**src/rtl/dmi_pkg.sv**
```systemverilog
// Shared DMI definitions: request op codes, response status codes and the
// transaction FSM state type (also used by the JTAG DTM side).
package dmi_pkg;

    typedef enum logic [1:0] {
        DMI_OP_NOP   = 2'd0,
        DMI_OP_READ  = 2'd1,
        DMI_OP_WRITE = 2'd2,
        DMI_OP_RSVD  = 2'd3
    } dmi_op_e;

    typedef enum logic [1:0] {
        DMI_ST_OK     = 2'd0,
        DMI_ST_FAILED = 2'd2,
        DMI_ST_BUSY   = 2'd3
    } dmi_status_e;

    typedef enum logic [1:0] {
        ST_IDLE = 2'd0,
        ST_BUS  = 2'd1,
        ST_RSP  = 2'd2
    } dmi_state_e;

endpackage

```
**src/rtl/dmi_wb_bridge.sv**
```systemverilog
// DMI request -> single Wishbone classic cycle bridge with sticky error status,
// bus timeout and dmireset/dmihardreset handling.
module dmi_wb_bridge
    import dmi_pkg::*;
#(
    parameter int DMI_ABITS      = 7,
    parameter int DMI_DATAW      = 32,
    parameter int WB_ADDRW       = 32,
    parameter int TIMEOUT_CYCLES = 255
) (
    input  logic                   clk_i,
    input  logic                   rst_ni,
    input  logic                   req_valid_i,
    output logic                   req_ready_o,
    input  logic [1:0]             req_op_i,
    input  logic [DMI_ABITS-1:0]   req_addr_i,
    input  logic [DMI_DATAW-1:0]   req_data_i,
    output logic                   rsp_valid_o,
    input  logic                   rsp_ready_i,
    output logic [1:0]             rsp_op_o,
    output logic [DMI_DATAW-1:0]   rsp_data_o,
    input  logic                   dmireset_i,
    input  logic                   dmihardreset_i,
    output logic [1:0]             dmistat_o,
    output logic [WB_ADDRW-1:0]    wb_adr_o,
    output logic [DMI_DATAW-1:0]   wb_dat_o,
    input  logic [DMI_DATAW-1:0]   wb_dat_i,
    output logic                   wb_cyc_o,
    output logic                   wb_stb_o,
    output logic                   wb_we_o,
    output logic [DMI_DATAW/8-1:0] wb_sel_o,
    input  logic                   wb_ack_i,
    input  logic                   wb_err_i
);

    localparam int CNT_W = (TIMEOUT_CYCLES > 0) ? $clog2(TIMEOUT_CYCLES + 1) : 1;
    localparam logic [CNT_W-1:0] CNT_MAX  = '1;
    localparam logic [CNT_W-1:0] CNT_LAST = CNT_W'((TIMEOUT_CYCLES > 0) ? TIMEOUT_CYCLES - 1 : 0);

    dmi_state_e           state_q, state_d;
    logic                 ready_q, ready_d;
    logic                 cyc_q, cyc_d;
    logic                 we_q, we_d;
    logic [WB_ADDRW-1:0]  adr_q, adr_d;
    logic [DMI_DATAW-1:0] dat_q, dat_d;
    logic                 rsp_valid_q, rsp_valid_d;
    logic [1:0]           rsp_op_q, rsp_op_d;
    logic [DMI_DATAW-1:0] rsp_data_q, rsp_data_d;
    logic                 sticky_q, sticky_d;
    logic [CNT_W-1:0]     cnt_q, cnt_d;
    logic                 timeout_hit;
    logic                 set_err;

    // The timeout fires in the BUS cycle that completes TIMEOUT_CYCLES cycles of waiting.
    assign timeout_hit = (TIMEOUT_CYCLES != 0) && (cnt_q == CNT_LAST);

    always_comb begin
        state_d     = state_q;
        ready_d     = ready_q;
        cyc_d       = cyc_q;
        we_d        = we_q;
        adr_d       = adr_q;
        dat_d       = dat_q;
        rsp_valid_d = rsp_valid_q;
        rsp_op_d    = rsp_op_q;
        rsp_data_d  = rsp_data_q;
        sticky_d    = sticky_q;
        cnt_d       = cnt_q;
        set_err     = 1'b0;

        unique case (state_q)
            ST_IDLE: begin
                ready_d = 1'b1;
                if (req_valid_i && ready_q) begin
                    ready_d    = 1'b0;
                    adr_d      = WB_ADDRW'({req_addr_i, 2'b00});
                    dat_d      = req_data_i;
                    we_d       = (req_op_i == DMI_OP_WRITE);
                    rsp_data_d = '0;
                    if (!sticky_q && (req_op_i == DMI_OP_READ || req_op_i == DMI_OP_WRITE)) begin
                        state_d = ST_BUS;
                        cyc_d   = 1'b1;
                        cnt_d   = '0;
                    end else begin
                        state_d     = ST_RSP;
                        rsp_valid_d = 1'b1;
                        rsp_op_d    = sticky_q ? DMI_ST_FAILED : DMI_ST_OK;
                    end
                end
            end
            ST_BUS: begin
                if (cnt_q != CNT_MAX) begin
                    cnt_d = cnt_q + CNT_W'(1);
                end
                if (wb_err_i || timeout_hit) begin
                    state_d     = ST_RSP;
                    cyc_d       = 1'b0;
                    rsp_valid_d = 1'b1;
                    rsp_op_d    = DMI_ST_FAILED;
                    rsp_data_d  = '0;
                    set_err     = 1'b1;
                end else if (wb_ack_i) begin
                    state_d     = ST_RSP;
                    cyc_d       = 1'b0;
                    rsp_valid_d = 1'b1;
                    rsp_op_d    = DMI_ST_OK;
                    rsp_data_d  = we_q ? '0 : wb_dat_i;
                end
            end
            ST_RSP: begin
                if (rsp_ready_i) begin
                    state_d     = ST_IDLE;
                    rsp_valid_d = 1'b0;
                    ready_d     = 1'b1;
                end
            end
            default: state_d = ST_IDLE;
        endcase

        // A bus error in the same cycle as dmireset keeps the sticky flag set.
        if (dmireset_i) sticky_d = 1'b0;
        if (set_err)    sticky_d = 1'b1;

        if (dmihardreset_i) begin
            state_d     = ST_IDLE;
            ready_d     = 1'b1;
            cyc_d       = 1'b0;
            we_d        = 1'b0;
            rsp_valid_d = 1'b0;
            rsp_op_d    = DMI_ST_OK;
            rsp_data_d  = '0;
            sticky_d    = 1'b0;
            cnt_d       = '0;
        end
    end

    always_ff @(posedge clk_i or negedge rst_ni) begin
        if (!rst_ni) begin
            state_q     <= ST_IDLE;
            ready_q     <= 1'b0;
            cyc_q       <= 1'b0;
            we_q        <= 1'b0;
            adr_q       <= '0;
            dat_q       <= '0;
            rsp_valid_q <= 1'b0;
            rsp_op_q    <= DMI_ST_OK;
            rsp_data_q  <= '0;
            sticky_q    <= 1'b0;
            cnt_q       <= '0;
        end else begin
            state_q     <= state_d;
            ready_q     <= ready_d;
            cyc_q       <= cyc_d;
            we_q        <= we_d;
            adr_q       <= adr_d;
            dat_q       <= dat_d;
            rsp_valid_q <= rsp_valid_d;
            rsp_op_q    <= rsp_op_d;
            rsp_data_q  <= rsp_data_d;
            sticky_q    <= sticky_d;
            cnt_q       <= cnt_d;
        end
    end

    assign req_ready_o = ready_q;
    assign rsp_valid_o = rsp_valid_q;
    assign rsp_op_o    = rsp_op_q;
    assign rsp_data_o  = rsp_data_q;
    assign dmistat_o   = {sticky_q, 1'b0};
    assign wb_adr_o    = adr_q;
    assign wb_dat_o    = dat_q;
    assign wb_cyc_o    = cyc_q;
    assign wb_stb_o    = cyc_q;
    assign wb_we_o     = we_q;
    assign wb_sel_o    = '1;

endmodule

```
**config.mk**
```make
export PLATFORM = sky130hd
export DESIGN_NAME = dmi_wb_bridge
export DESIGN_NICKNAME = d
export VERILOG_FILES = /design/src/rtl/dmi_pkg.sv /design/src/rtl/dmi_wb_bridge.sv
export SDC_FILE = /design/constraint.sdc
export NUM_CORES = 1
export LEC_CHECK = 0
export CAP_MARGIN = 15
export CORE_MARGIN = 2
export CORE_UTILIZATION = 46
export DETAILED_ROUTE_END_ITERATION = 7
export DONT_BUFFER_PORTS = 1
export PLACE_DENSITY = 0.61
export SYNTH_ARGS = -nofsm -noshare
export SYNTH_HDL_FRONTEND = slang
export SYNTH_SLANG_ARGS = --single-unit
```
**constraint.sdc**
```tcl
create_clock -name clk_i -period 2.09 [get_ports clk_i]
set_clock_uncertainty 0.1 [all_clocks]
set_input_delay 0.3135 -clock clk_i [delete_from_list [all_inputs] [get_ports clk_i]]
set_output_delay 0.3135 -clock clk_i [all_outputs]
set_load 0.03 [all_outputs]
```
=== After elaboration in Yosys (flattened, before gate mapping) ===
Cells that the tools add are included.

* Bits in registers: 88
* Input bits: 81
* Output and inout port bits: 109
* Word-level logic and storage cells: 95

* $add $sub $neg: 1
* Equal/unequal tests: 12
* Mux-type cells: 50
* Reductions and logical operators: 21

{| class="wikitable"
|+ Operators with widths
! kind !! count
|-
| $mux 32 || 5
|-
| $pmux 32 s2 || 1
|-
| $mux 8 || 4
|-
| $mux 2 || 12
|-
| $mux 1 || 22
|-
| $pmux 8 s2 || 1
|-
| $ne 3x3->1 const B || 5
|-
| $reduce_and 4->1 || 3
|-
| $reduce_bool 3->1 || 3
|-
| $add 8x1->8 const B || 1
|-
| $eq 8x8->1 const B || 1
|-
| $ne 8x8->1 const B || 1
|-
| $pmux 2 s3 || 1
|-
| $reduce_and 2->1 || 3
|-
| $reduce_and 3->1 || 2
|-
| $reduce_and 5->1 || 1
|-
| $eq 2x1->1 const B || 2
|-
| $eq 2x2->1 const B || 2
|-
| $ne 4x4->1 const B || 1
|-
| $pmux 1 s2 || 2
|-
| $pmux 2 s2 || 1
|-
| $reduce_bool 2->1 || 2
|-
| $reduce_bool 4->1 || 1
|-
| $pmux 1 s3 || 1
|-
| 4 further kinds || 6
|}

=== Logic depth before layout (Yosys ltp) ===
* Word-level depth: 7
* Depth in mapped cells: 7
* Gate-level depth less buffers: 6

=== Least setup slack after synthesis ===
Ideal clock, no wire load.

* Path kind: register to register
* Start: reg cnt_q[0]
* End: reg rsp_data_q[10], in the netlist rsp_data_o[10]
* Library setup time: 0.126 ns
* Arrival: 1.650 ns
* Data required time: 1.864 ns
* Slack: 0.215 ns
* Cell stages (with the launch flop): 8
* Buffers on the path: 1
* Clock period less this slack: 1.875 ns
* Cell sequence: dfrtp_1 > inv_1 > ha_1 > and3_1 > a211oi_2 > a21oi_2 > buf_4 > mux2i_1

* Word-level cells in the longest chain between the ends: 5
* Elaborated cells between the ends (all ways): 7
* Classes of those cells: eq/ne (2); mux (3); reduce/logical (2)

{| class="wikitable"
|+ RTL lines
! element !! RTL line !! text
|-
| from (decl) || dmi_wb_bridge.sv:50 || <nowiki>logic [CNT_W-1:0] cnt_q, cnt_d;</nowiki>
|-
| from (signal assigned) || dmi_wb_bridge.sv:161 || <nowiki>cnt_q <= cnt_d;</nowiki>
|-
| $eq 8x8->1 (*) || dmi_wb_bridge.sv:55 || <nowiki>assign timeout_hit = (TIMEOUT_CYCLES != 0) && (cnt_q == CNT_LAST);</nowiki>
|-
| $logic_or 1x1->1 (*) || dmi_wb_bridge.sv:95 || <nowiki>if (wb_err_i || timeout_hit) begin</nowiki>
|-
| $mux 32 || dmi_wb_bridge.sv:95 ||
|-
| $pmux 32 s2 || dmi_wb_bridge.sv:71 || <nowiki>unique case (state_q)</nowiki>
|-
| $mux 32 || dmi_wb_bridge.sv:124 || <nowiki>if (dmihardreset_i) begin</nowiki>
|-
| to (signal assigned) || dmi_wb_bridge.sv:159 || <nowiki>rsp_data_q <= rsp_data_d;</nowiki>
|-
| to (decl) || dmi_wb_bridge.sv:48 || <nowiki>logic [DMI_DATAW-1:0] rsp_data_q, rsp_data_d;</nowiki>
|}

Every way passes the cells marked *; elsewhere a longest branch is shown, timed or not.
A chain may end at the register's enable or synchronous reset.

=== Worst setup path after layout ===
* Start: reg cnt_q[0]
* End: reg rsp_data_q[1], in the netlist rsp_data_o[1]

Same word-level chain as after synthesis.

==> qor.yml <==
seq_area_frac_synth_pct: 53.2
hold_path.class: "input pin to async pin"
intPower_mw: 2.83
tns_ps: 0
fin_crit_ps: 1980
routed_wirelength_um: 8850
setup_violations: 0
place_inst: 462
drc: 0
h-tree-depth: 3
antenna_found_initial: 0
die_area_um2: 9670
drive_above_1_share_pct: 17.0
grt_max_degree: 88
async_reset_ff_share_pct: 100
crit_start: "cnt_q[0]"
timing.hold.ws_ps: -461
dp_hpwl_um: 5690
path_clk_slew_ps: 90
drt_iter0_markers: 100
synth-seq-cells: 87
endpoint_kind: "flip-flop"
ys_types: 40
fp.dieH_um: 98.3
multiInputGateArea_um2: 1560
ant_nets: 0
switching_share_pct: 35.3
post_drt_wl_per_cell_um: 16.1
rsz0062_at_grt: "true"
r2r_start: "cnt_q[0]"
fin_nets: 521
ys.flop_type: "dfrtp_1"
cts_tree: "built"
fin_crit_sh_pct: 95.0
required_ps: 2270
synth_top_area_cell: "dfrtp_1"
seqCellArea_um2: 2180
synthTopCellsByCount: "87 x dfrtp_1, 40 x nand2_1, 39 x mux2_2"
cts.sinks: 87
diodes: 0
crit_chain: "inv_1 > ha_1 > and3_1 > a2111oi_4 > buf_4 > nand2_1 > mux2i_1"
die_w_um: 98.3
grt_pass1_wl_um: 14200
synth.area.top_cells: "dfrtp_1 53%, mux2_2 11%, mux2i_1 8.6%"
row_count: 34
pre_cts_slack_ps: 115
slowest_delay_ps: 420
via_per_inst: 4.88
netlist_instances: 359
synth_top_cell_area_share_pct: 53.2
place_area_um2: 4120
port_buffers: 0
overflow: 0
syn2layout_area_growth_pct: 23.2
path_class: "flip-flop to flip-flop"
final.setup.worst_slack_ps: 105
leakagePower_nw: 2.32
yosys_warnings: 0
power.net_switching_mw: 1.55
seqPwrFrac_pct: 57.2
vias: 2679
maxCapViolations: 0
arrival_ps: 2160
track_usage_pct: 18.5
fin_area_um2: 5040
synth-edff-count: 0
drtPass1Iterations: 4
hold_viol_final: 87
instances_no_fill: 549
clk_path_buf_depth: 2
start_util_pct: 47.2
start_kind: "flip-flop"
numCtsBuffers: 9
synth_most_common_cell: "dfrtp_1"
crit_fanout: 20
gp_congestion: 0.813
fmax_mhz: 504
drv_slew: 0
clock-root-buffer: "clkbuf_8"
clock_power_share_pct: 27.8
grt_pass1_vias: 2784
core_um2: 8680
syn_area_um2: 4090
pwr-share-comb_pct: 15.0
powerDensity_nw_per_um2: 867
insertion_delay_ps: 360
ir_drop_mv: 0.704
cp_slowest_cell: "dfrtp_1"
violations: "negative hold slack"
cts_setup_buffers: 0
worst_pin_slew_ps: 598
pin_count: 190
n_fill_cell: 674
timing.slew.headroom_pct: 60.1
avgSynthCellArea_um2: 11.4
outcome: "finished, violations left"
## repair_timing
| action | in CTS | in global routing |
|---|---|---|
| hold buffers | 71 | 1 |
| endpoints found under the hold margin | 162 | 88 |
| resized for setup | 0 | 0 |
| setup endpoints to repair | 0 | 25 |
## sequential cells by signal, summed over array words and instances (netlist names)
register / cells
rsp_data_o: 32
wb_dat_o: 32
cnt_q: 8
wb_adr_o: 7
state_q: 2
req_ready_o: 1
rsp_op_o: 1
rsp_valid_o: 1
sticky_q: 1
wb_cyc_o: 1
wb_we_o: 1
## worst max-delay path, delay by kind of cell, from the launching register on
kind	cells	cell delay (ps)
multiplexers	1	140
adder cells (fa/ha/maj)	1	180
buffers and inverters	2	350
AO/OA/AOI/OAI	1	380
flip-flops	1	420
AND/OR/NAND/NOR	2	310
## cell usage in the layout (no fill, tap or decap), types with 2 or more instances in the layout
| cell type | netlist | layout |
|---|---|---|
| a21o_1 | 3 | 3 |
| a21oi_1 | 7 | 7 |
| a31oi_1 | 2 | 2 |
| and3_1 | 3 | 3 |
| and4_1 | 2 | 2 |
| buf_12 | 0 | 2 |
| buf_4 | 36 | 10 |
| clkbuf_8 | 0 | 9 |
| conb_1 | 2 | 31 |
| dfrtp_1 | 87 | 87 |
| dlygate4sd3_1 | 0 | 72 |
| ha_1 | 3 | 3 |
| inv_1 | 37 | 37 |
| inv_6 | 0 | 4 |
| mux2_2 | 39 | 39 |
| mux2i_1 | 35 | 35 |
| nand2_1 | 40 | 40 |
| nand3_1 | 9 | 9 |
| nor2_1 | 13 | 13 |
| nor2b_1 | 2 | 2 |
| o21ai_0 | 4 | 4 |
| o31ai_1 | 2 | 2 |
| or2_2 | 3 | 3 |
| or4_1 | 3 | 3 |
## metal layers
metal | GRT usage [%] | part of all wire [%]
met5 | 0 | 0
met4 | 6.32 | 1.3
met2 | 30.7 | 49
met1 | 22.0 | 40
met3 | 7.37 | 9.8
## cells by family after synthesis
family / count (synthesis) / synth area share [%]
buf+inv: 83 / 11.6
mux: 74 / 19.3
compound gates: 29 / 5.44
other cells: 2 / 0.183
fa+ha+maj: 3 / 0.917
flops: 87 / 53.2
simple gates: 81 / 9.38
## final cells by class
class / count / area share [%]
multi-input combinational: 218 / 30.9
clock buffer: 9 / 2.46
timing repair buffer: 84 / 16.6
sequential: 87 / 43.2
tap: 108 / 2.68
clock inverter: 6 / 1.51
inverter: 37 / 2.75
## worst paths after layout
path | slack [ps] | depth (start not counted) | endpoint
setup / recovery | 110 | 7 | rsp_data_o[1]
hold / removal | -460 | 0 | rsp_data_o[25]
setup reg to reg | 110 | 7 | rsp_data_o[1]
hold reg to reg | 410 | 1 | cnt_q[7]
max in group asynchronous | 2160 | 0 | rsp_data_o[11]
min in group clk_i | 20 | 1 | wb_dat_o[30]
## power groups by stage
stage,combinational (mW),sequential [mW],clock (mW)
floorplan,0.514,2.48,0
global placement,0.531,2.53,0
detailed placement,0.550,2.53,0
CTS,0.654,2.50,1.26
global route,0.711,2.53,1.32
finish,0.658,2.50,1.21
## metrics by stage
| stage | utilization (%) | hold WS, ps | total power [mW] |
|---|---|---|---|
| floorplan | - | -82.1 | 2.99 |
| global placement | 47.5 | -79.9 | 3.06 |
| detailed placement | 47.5 | -80.0 | 3.08 |
| CTS | 58.0 | -482 | 4.42 |
| global route | 58.1 | -490 | 4.57 |
| finish | 58.1 | -461 | 4.38 |
Power figures use the tool's default switching activity.
